==> src/rtl/hazard_fetch_ctrl.sv <==
// Next-PC selection and pipeline-register control for the MIPS core.
// Resolves load-use and control hazards and imem waits, and holds a pending redirect.
module hazard_fetch_ctrl #(
   parameter int ADDR_W = 32,
   parameter int CNT_W  = 16
) (
   input  logic              clk_i,
   input  logic              rst_i,
   input  logic [ADDR_W-1:0] pc_i,
   input  logic [4:0]        id_rs_i,
   input  logic [4:0]        id_rt_i,
   input  logic              id_jump_i,
   input  logic [ADDR_W-1:0] id_jump_tgt_i,
   input  logic              ex_mem_read_i,
   input  logic [4:0]        ex_rt_i,
   input  logic              ex_br_taken_i,
   input  logic [ADDR_W-1:0] ex_br_tgt_i,
   input  logic              imem_ready_i,
   output logic              imem_req_o,
   output logic [ADDR_W-1:0] pc_next_o,
   output logic              pc_stall_o,
   output logic              ifid_write_o,
   output logic              ifid_flush_o,
   output logic              idex_flush_o,
   output logic [CNT_W-1:0]  stall_cnt_o
);

   typedef enum logic {S_RUN, S_WAIT} state_e;

   state_e              state_q, state_d;
   logic                redir_vld_q, redir_vld_d;
   logic [ADDR_W-1:0]   redir_pc_q, redir_pc_d;
   logic [CNT_W-1:0]    stall_cnt_q, stall_cnt_d;
   logic                lu;
   logic [ADDR_W-1:0]   pc_seq;

   assign lu = ex_mem_read_i && (ex_rt_i != 5'd0) &&
               ((ex_rt_i == id_rs_i) || (ex_rt_i == id_rt_i));
   assign pc_seq = pc_i + ADDR_W'(4);

   always_ff @(posedge clk_i) begin
      if (rst_i) begin
         state_q     <= S_RUN;
         redir_vld_q <= 1'b0;
         redir_pc_q  <= '0;
         stall_cnt_q <= '0;
      end else begin
         state_q     <= state_d;
         redir_vld_q <= redir_vld_d;
         redir_pc_q  <= redir_pc_d;
         stall_cnt_q <= stall_cnt_d;
      end
   end

   always_comb begin
      state_d     = state_q;
      redir_vld_d = redir_vld_q;
      redir_pc_d  = redir_pc_q;
      unique case (state_q)
         S_RUN: begin
            if (!ex_br_taken_i && !imem_ready_i)
               state_d = S_WAIT;
         end
         S_WAIT: begin
            if (ex_br_taken_i) begin
               redir_vld_d = 1'b1;
               redir_pc_d  = ex_br_tgt_i;
            end
            if (imem_ready_i) begin
               state_d     = S_RUN;
               redir_vld_d = 1'b0;
            end
         end
         default: state_d = S_RUN;
      endcase
   end

   always_comb begin
      imem_req_o   = 1'b1;
      pc_next_o    = pc_seq;
      pc_stall_o   = 1'b0;
      ifid_write_o = 1'b1;
      ifid_flush_o = 1'b0;
      idex_flush_o = 1'b0;
      if (rst_i) begin
         imem_req_o   = 1'b0;
         pc_next_o    = pc_i;
         pc_stall_o   = 1'b1;
         ifid_write_o = 1'b0;
         ifid_flush_o = 1'b1;
         idex_flush_o = 1'b1;
      end else if (state_q == S_RUN) begin
         if (ex_br_taken_i) begin
            pc_next_o    = ex_br_tgt_i;
            ifid_flush_o = 1'b1;
            idex_flush_o = 1'b1;
         end else if (!imem_ready_i) begin
            pc_next_o    = pc_i;
            pc_stall_o   = 1'b1;
            ifid_write_o = 1'b0;
            idex_flush_o = lu;
         end else if (lu) begin
            pc_next_o    = pc_i;
            pc_stall_o   = 1'b1;
            ifid_write_o = 1'b0;
            idex_flush_o = 1'b1;
         end else if (id_jump_i) begin
            pc_next_o    = id_jump_tgt_i;
            ifid_flush_o = 1'b1;
         end
      end else begin
         idex_flush_o = lu;
         if (!imem_ready_i) begin
            pc_next_o    = pc_i;
            pc_stall_o   = 1'b1;
            ifid_flush_o = 1'b1;
         end else if (ex_br_taken_i || redir_vld_q) begin
            // fetched word is wrong-path: drop it and redirect now
            pc_next_o    = ex_br_taken_i ? ex_br_tgt_i : redir_pc_q;
            ifid_flush_o = 1'b1;
         end else if (lu) begin
            pc_next_o    = pc_i;
            pc_stall_o   = 1'b1;
            ifid_write_o = 1'b0;
            idex_flush_o = 1'b1;
         end else if (id_jump_i) begin
            pc_next_o    = id_jump_tgt_i;
            ifid_flush_o = 1'b1;
         end
      end
   end

   always_comb begin
      stall_cnt_d = stall_cnt_q;
      if (pc_stall_o && (stall_cnt_q != {CNT_W{1'b1}}))
         stall_cnt_d = stall_cnt_q + CNT_W'(1);
   end

   assign stall_cnt_o = stall_cnt_q;

endmodule
==> config.mk <==
export PLATFORM = sky130hd
export DESIGN_NAME = hazard_fetch_ctrl
export DESIGN_NICKNAME = d
export VERILOG_FILES = /design/src/rtl/hazard_fetch_ctrl.sv
export SDC_FILE = /design/constraint.sdc
export NUM_CORES = 1
export LEC_CHECK = 0
export CAP_MARGIN = 20
export CORE_MARGIN = 3
export CORE_UTILIZATION = 30
export DETAILED_ROUTE_END_ITERATION = 8
export GPL_ROUTABILITY_DRIVEN = 1
export GPL_TIMING_DRIVEN = 0
export HOLD_SLACK_MARGIN = 0.03
export PLACE_DENSITY_LB_ADDON = 0.1
export SYNTH_ARGS = -nofsm -noshare
export SYNTH_HDL_FRONTEND = slang
export SYNTH_SLANG_ARGS = --single-unit
==> constraint.sdc <==
create_clock -name clk_i -period 10.4 [get_ports clk_i]
set_clock_uncertainty 0.2 [all_clocks]
set_input_delay 2.6 -clock clk_i [delete_from_list [all_inputs] [get_ports clk_i]]
set_output_delay 2.6 -clock clk_i [all_outputs]
set_load 0.01 [all_outputs]
## Word-level counts from Yosys, hierarchy flattened

Cells that the tools add are included.

| word-level totals | value |
|---|---|
| register bits after elaboration | 50 |
| output and inout bits | 53 |

| cells by class | value |
|---|---|
| bitwise operators | 1 |
| add/sub/neg operators | 2 |
| equal/unequal tests | 3 |
| reduce and logical (&&, ||, !) cells | 11 |
| mux-type cells | 43 |

Operators with widths:

| kind | number |
|---|---|
| $mux 32 | 9 |
| $mux 1 | 33 |
| $add 32x3->32 const B | 1 |
| $add 16x1->16 const B | 1 |
| $ne 16x16->1 const B | 1 |
| $eq 5x5->1 | 2 |
| $reduce_bool 5->1 | 1 |
| $logic_and 1x1->1 | 4 |
| $logic_not 1->1 | 2 |
| $logic_or 1x1->1 | 2 |
| $pmux 1 s2 | 1 |
| $reduce_and 2->1 | 1 |
| $reduce_bool 2->1 | 1 |
| $not 1->1 | 1 |

## Depth between registers and ports, before layout

Gate-level depths: netlist of run 1.

| logic depth | value |
|---|---|
| depth after elaboration | 9 |
| depth in mapped cells | 9 |
| mapped depth without buffers | 8 |

## Worst setup path after synthesis of run 1

OpenSTA, ideal clock, no wires.

| timing | value |
|---|---|
| path kind | input-to-output |
| start point | input pc_i[2] |
| end point | output pc_next_o[20] |
| slack | 3,189 ps |
| data arrival time | 4,411 ps |
| path buffers | 0 |
| stages | 8 |
| path through | ha_1 > nand4_1 > nor3_2 > nand3_1 > nand2_1 > a21oi_1 > o31a_1 > o311ai_0 |

| between the ends | value |
|---|---|
| cells in the longest elaborated chain, start to end | 7 |
| elaborated cells on any way between the ends | 9 |

RTL lines:

| what | line | source |
|---|---|---|
| start: declaration | 9 | `input logic [ADDR_W-1:0] pc_i,` |
| $add 32x3->32 * | 39 | `assign pc_seq = pc_i + ADDR_W'(4);` |
| $mux 32 * | 107, 126 |  |
| $mux 32 * | 102, 121 |  |
| $mux 32 (on tied branches) | 97, 117 |  |
| $mux 32 (on tied branches) | 93, 113 |  |
| $mux 32 * | 92 | `end else if (state_q == S_RUN) begin` |
| $mux 32 * | 85 | `if (rst_i) begin` |
| end: declaration | 20 | `output logic [ADDR_W-1:0] pc_next_o,` |

Every way passes the cells marked *; elsewhere a longest branch is shown, timed or not.

## Worst setup path in the final report of run 1

Ends and elaborated chain as after synthesis.

==> results.sh, run 1 <==
export IMPL_run_status="complete, no violations"
export IMPL_synth_most_common_cell="nand2_1"
export IMPL_vias=7501
export IMPL_grt_pass1_vias=7063
export IMPL_timing_rr_start="stall_cnt_o[3]"
export IMPL_crit_top_cell="clkdlybuf4s50_1"
export IMPL_stdcell_count=1223
export IMPL_die_area_um2=19500
export IMPL_diodes=0
export IMPL_cts_max_path_buffers=2
export IMPL_dp_hpwl_um=22100
export IMPL_ioPinCount=170
export IMPL_slew_headroom=0.282
export IMPL_drcViolationCount=0
export IMPL_antenna_found_initial=0
export IMPL_setup_violations=0
export IMPL_ctsResizeCount=0
export IMPL_hold_viol=0
export IMPL_final_seq_area_um2=1000
export IMPL_start_kind="input port"
export IMPL_fmax_mhz=108
export IMPL_postCtsSetupRepairBufs=0
export IMPL_synth_nets=947
export IMPL_viasPerCell=6.13
export IMPL_cts_sinks=50
export IMPL_hold_start="redir_pc_q[11]"
export IMPL_drive_gt1_frac=0.0431
export IMPL_hold_path_class="flip-flop to flip-flop"
export IMPL_post_route_period_util=0.887
export IMPL_timing_hold_ws_ns=0.259
export IMPL_die_w_um=140
export IMPL_ys_ff_latch=50
export IMPL_synth_top_area_share=0.187
export IMPL_ir_drop_mv=0.0760
export IMPL_fin_nets=1116
export IMPL_yosys_warnings=0
export IMPL_cp_end_kind="output pin"
export IMPL_h_tree_depth=2
export IMPL_fillers=1863
export IMPL_postRouteAntennaNets=0
export IMPL_die_h_um=140
export IMPL_cts_root_buf="clkbuf_16"
export IMPL_drv_cap=0
export IMPL_yosys_area_top_type="dfxtp_1"
export IMPL_maxSlewViolCount=0
export IMPL_wl_per_cell_um=23.4
export IMPL_rsz0062_at_grt="no"
export IMPL_startpoint="pc_i[2]"
export IMPL_drt_initial_drc_count=960
export IMPL_cts_tree="done"
export IMPL_cp_data_required_time_ns=7.60
export IMPL_num_rows=48
export IMPL_synth_cells=828
export IMPL_powerDensity_nw_per_um2=89.6
export IMPL_multi_input_area_um2=3980
export IMPL_synth_edf_count=0
export IMPL_tightest_slew_ns=1.07
export IMPL_period_needed_ns=9.22
export IMPL_start_util=0.308
export IMPL_numCtsBuffers=5
export IMPL_slowest_delay_ns=0.70
export IMPL_cp_cell_sequence="clkdlybuf4s50_1 -> ha_1 -> nand4_1 -> nor3_2 -> nand3_1 -> nand2_1 -> a21oi_1 -> o31a_1 -> o311ai_0 -> clkdlybuf4s50_1"
export IMPL_cp_max_fo=9
export IMPL_dr_pass1_iters=6
export IMPL_clk_insertion_delay_late_ns=0.30
export IMPL_coreArea_um2=17400
export IMPL_synthArstFlopShare=0
export IMPL_synth_ff_type="dfxtp_1"
export IMPL_routabilityCongestion=0.992
export IMPL_synth_cell_type_count=70
export IMPL_syn_area_per_cell_um2=6.46
export IMPL_grt_pass1_wl_um=43100
export IMPL_cts_hold_fix_buffers=0
export IMPL_fin_tns_setup_ns=0
export IMPL_cp_arrival_ns=6.42
export IMPL_grt_overflow_total=0
export IMPL_path_clk_slew_ns=0.08
export IMPL_p_leak_nw=2.56
export IMPL_routed_wl_um=28600
export IMPL_ys_top_cells_by_count="141 x nand2_1, 107 x a21oi_1, 76 x nor2_1, 50 x dfxtp_1, 47 x o21ai_0"
export IMPL_synth_area_leaders="dfxtp_1 19%, a21oi_1 10%, nand2_1 9.9%, nor2_1 5.3%, o21ai_0 4.4%"
export IMPL_io_buffer_count=162
export IMPL_ys_seq_area_frac=0.187
export IMPL_synthToLayoutAreaGrowth_pct=38.7
export IMPL_grt_max_degree=17
export IMPL_syn_area_um2=5350
export IMPL_placedCellCount=1215
export IMPL_critical_path_slowest_cell="clkdlybuf4s50_1"
export IMPL_critPathKind="input port to output pin"
export IMPL_grt_usage=0.280
## critical path: cells and delay by family
kind | cells | cell delay [ns]
adders and majority gates | 1 | 0.30
buffers and inverters | 2 | 1.35
AOI/OAI and AO/OA | 3 | 0.91
and+or+nand+nor | 4 | 1.25
## sequential cells by signal, indices dropped and copies added (netlist names)
name and count:
redir_pc_q 32, stall_cnt_o 16, state_q 1, redir_vld_q 1
## routing by layer
layer	GRT usage	up-vias	wire length (um)	part of all wire
met3	0.0550	84	3100	0.11
met5	0	-	0	0
met4	0.105	0	1120	0.039
li1	-	3444	-	-
met1	0.381	3443	11900	0.42
met2	0.441	530	12500	0.44
## power by group
group | switching, W | leakage, nW | internal (W)
clock network | 0.0000797 | 0.0760 | 0.000114
logic | 0.000154 | 2.08 | 0.000120
registers | 0.00000322 | 0.405 | 0.000196
total | 0.000237 | 2.56 | 0.000429
## cell type report
cell class | count | area share
Buffer | 70 | 0.0415
Tap cell | 225 | 0.0379
Multi-Input combinational cell | 691 | 0.536
Clock inverter | 3 | 0.00607
Clock buffer | 5 | 0.0169
Sequential cell | 50 | 0.135
Inverter | 17 | 0.00859
Timing Repair Buffer | 162 | 0.218
## per-stage QoR
step	setup slack, ns	utilization	total power [W]	instance area [um^2]
3_3_place_gp	1.30	0.418	0.000470	7250
5_1_grt	0.944	0.428	0.000694	7420
6_report	1.18	0.428	0.000666	7420
3_5_place_dp	1.34	0.418	0.000469	7250
2_1_floorplan	3.19	-	0.000329	5350
4_1_cts	1.34	0.428	0.000663	7420
## path summary, 6_finish.rpt
kind | end | slack [ns] | cells past startpoint
worst min register to register | redir_pc_q[11] | 0.26 | 2
worst max register to register | stall_cnt_o[2] | 7.72 | 9
worst min-delay path | redir_pc_q[11] | 0.26 | 2
worst max-delay path | pc_next_o[20] | 1.18 | 10
## logic make-up (layout without fill, tap and decap cells)
group / count (synthesis) / in the layout / synth area share
DFF: 50 / 50 / 0.187
AOI/OAI and AO/OA: 339 / 339 / 0.413
buffers and inverters: 87 / 257 / 0.0694
adders and majority gates: 2 / 2 / 0.00468
xor gates and xnor gates: 10 / 10 / 0.0164
and+or+nand+nor: 327 / 327 / 0.284
muxes: 13 / 13 / 0.0257
## layout by cell type, fill, tap and decap left out, types with 18 or more instances in the layout
| cell | n |
|---|---|
| clkbuf_1 | 46 |
| nand3_1 | 26 |
| a31oi_1 | 18 |
| nand2_1 | 141 |
| clkdlybuf4s50_1 | 162 |
| a21oi_1 | 107 |
| dfxtp_1 | 50 |
| o22ai_1 | 33 |
| o21ai_0 | 47 |
| nor2_1 | 76 |
Note: power is estimated with default switching activity, not from simulation.
==> run 2: changes to the inputs <==
--- a/config.mk
+++ b/config.mk
@@ -6,8 +6,10 @@
 export NUM_CORES = 1
 export LEC_CHECK = 0
 export CAP_MARGIN = 20
+export CELL_PAD_IN_SITES_DETAIL_PLACEMENT = 1
+export CELL_PAD_IN_SITES_GLOBAL_PLACEMENT = 2
 export CORE_MARGIN = 3
-export CORE_UTILIZATION = 30
+export CORE_UTILIZATION = 27
 export DETAILED_ROUTE_END_ITERATION = 8
 export GPL_ROUTABILITY_DRIVEN = 1
 export GPL_TIMING_DRIVEN = 0
==> run 2 against run 1 <==
Net effect:
- sequential power is essentially flat
- fmax barely moved
- via count fell by 0.47%
- critical path depth unchanged
- clock power rose by 15%
- sequential cell count did not move
- setup slack lost 0.0075 ns
- worst hold slack barely moved
- first-iteration DRC count is 16% lower
- critical endpoint unchanged
- largest power group unchanged
==> results.sh, run 2 (synthesis results as in run 1) <==
export IMPL_numCtsBuffers=5
export IMPL_start_kind="input port"
export IMPL_cp_max_fo=9
export IMPL_setup_violations=0
export IMPL_rsz0062_at_grt="no"
export IMPL_critical_path_buf_inv_count=2
export IMPL_cts_hold_fix_buffers=0
export IMPL_ioPinCount=170
export IMPL_die_w_um=147
export IMPL_largest_reg_flops=32
export IMPL_critical_path_slowest_cell="clkdlybuf4s50_1"
export IMPL_final_cell_mix="162 x clkdlybuf4s50_1, 141 x nand2_1, 107 x a21oi_1, 76 x nor2_1, 50 x dfxtp_1"
export IMPL_powerDensity_nw_per_um2=93.1
export IMPL_post_route_period_util=0.887
export IMPL_cp_end_kind="output pin"
export IMPL_grt_max_degree=16
export IMPL_grt_pass1_vias=7273
export IMPL_r2r_end="stall_cnt_o[2]"
export IMPL_h_tree_depth=2
export IMPL_run_status="complete, no violations"
export IMPL_viasPerCell=5.93
export IMPL_routabilityCongestion=0.927
export IMPL_grt_pass1_wl_um=46500
export IMPL_fmax_mhz=108
export IMPL_p_leak_nw=2.58
export IMPL_path_depth=10
export IMPL_fillers=2477
export IMPL_cts_sinks=50
export IMPL_die_area_um2=21500
export IMPL_grt_overflow_total=0
export IMPL_postCtsSetupRepairBufs=0
export IMPL_tightest_slew_ns=0.943
export IMPL_fin_nets=1116
export IMPL_critPathKind="input port to output pin"
export IMPL_drt_initial_drc_count=805
export IMPL_period_needed_ns=9.23
export IMPL_drive_gt1_frac=0.0431
export IMPL_grt_usage=0.277
export IMPL_antenna_found_initial=0
export IMPL_timing_hold_ws_ns=0.259
export IMPL_timing_rr_start="stall_cnt_o[3]"
export IMPL_cts_tree="done"
export IMPL_cp_data_required_time_ns=7.60
export IMPL_cp_cell_sequence="clkdlybuf4s50_1 -> ha_1 -> nand4_1 -> nor3_2 -> nand3_1 -> nand2_1 -> a21oi_1 -> o31a_1 -> o311ai_0 -> clkdlybuf4s50_1"
export IMPL_final_common_cell="clkdlybuf4s50_1"
export IMPL_num_rows=50
export IMPL_regMostFlops="redir_pc_q"
export IMPL_cts_root_buf="clkbuf_16"
export IMPL_slowest_delay_ns=0.67
export IMPL_cp_arrival_ns=6.43
export IMPL_coreArea_um2=19100
export IMPL_diodes=0
export IMPL_drv_cap=0
export IMPL_slew_headroom=0.364
export IMPL_die_h_um=147
export IMPL_drcViolationCount=0
export IMPL_endpoint="pc_next_o[20]"
export IMPL_path_delay_family="simple AND/OR/NAND/NOR gates"
export IMPL_maxSlewViolCount=0
export IMPL_crit_top_cell="clkdlybuf4s50_1"
export IMPL_fin_tns_setup_ns=0
export IMPL_hold_viol=0
export IMPL_routed_wl_um=31300
export IMPL_wl_per_cell_um=24.9
export IMPL_hold_start="redir_pc_q[12]"
export IMPL_path_clk_slew_ns=0.07
export IMPL_startpoint="pc_i[2]"
export IMPL_postRouteAntennaNets=0
export IMPL_io_buffer_count=162
export IMPL_dr_pass1_iters=5
export IMPL_start_util=0.280
export IMPL_hold_path_class="flip-flop to flip-flop"
export IMPL_reg2reg_depth=9
export IMPL_vias=7466
export IMPL_clk_insertion_delay_late_ns=0.29
export IMPL_ir_drop_mv=0.0628
export IMPL_dp_hpwl_um=24700
export IMPL_cts_max_path_buffers=2
export IMPL_reg2reg_setup_slack_ns=7.80
export IMPL_synthToLayoutAreaGrowth_pct=40.1
export IMPL_ctsResizeCount=0
run 2: changes by cell type in the layout (fill, tap and decap cells not counted), sizes merged:
cell / before / now
bufinv: 1 / 2
clkinvlp: 2 / 0
clkbuf: 52 / 53
run 2: power by group:
| group | leakage (nW) | internal, W | switching, W |
|---|---|---|---|
| combinational | 2.08 | 0.000120 | 0.000158 |
| clock | 0.0971 | 0.000145 | 0.0000763 |
| sequential | 0.405 | 0.000196 | 0.00000342 |
| total | 2.58 | 0.000460 | 0.000238 |
run 2: worst register-to-register path, stage by stage (launching register included):
cell and delay [ns]:
dfxtp_1 0.47, and4_1 0.30, nand4_1 0.15, or2_2 0.35, nor2_1 0.18, and3_1 0.17, buf_2 0.15, buf_6 0.15
nor3b_1 0.06, mux2_1 0.30
run 2: metal layers:
layer / wire, um / global-route usage / vias up
met4: 767 / 0.0790 / 0
li1: - / - / 3444
met2: 14000 / 0.445 / 400
met3: 2520 / 0.0287 / 54
met1: 14000 / 0.392 / 3568
met5: 0 / 0 / -
run 2: final cells by class:
class | count | area (um^2) | share of cell area
buffer | 70 | 308 | 0.0411
clock buffer | 6 | 139 | 0.0185
clock inverter | 2 | 60.1 | 0.00801
inverter | 17 | 63.8 | 0.00851
multi-input combinational | 691 | 3980 | 0.531
sequential | 50 | 1000 | 0.134
tap | 260 | 325 | 0.0434
timing repair buffer | 162 | 1620 | 0.216
run 2: how the worst min path moves through the flow:
stage	to	slack, ns	depth (start not counted)
3_5_place_dp	redir_pc_q[13]	0.25	2
2_1_floorplan	redir_pc_q[30]	0.23	2
6_report	redir_pc_q[12]	0.26	2
5_1_grt	redir_pc_q[10]	0.28	2
3_3_place_gp	redir_pc_q[10]	0.25	2
4_1_cts	redir_pc_q[13]	0.26	2
run 2: through the flow:
| step | instances | setup WS, ns | total power, W | util | instance area, um^2 |
|---|---|---|---|---|---|
| global route | 1258 | 1.03 | 0.000728 | 0.393 | 7500 |
| floorplan | 828 | 3.19 | 0.000329 | - | 5350 |
| CTS | 1258 | 1.24 | 0.000698 | 0.393 | 7500 |
| finish | 1258 | 1.17 | 0.000698 | 0.393 | 7500 |
| detailed placement | 1250 | 1.25 | 0.000475 | 0.382 | 7300 |
| global placement | 1250 | 1.24 | 0.000476 | 0.382 | 7300 |
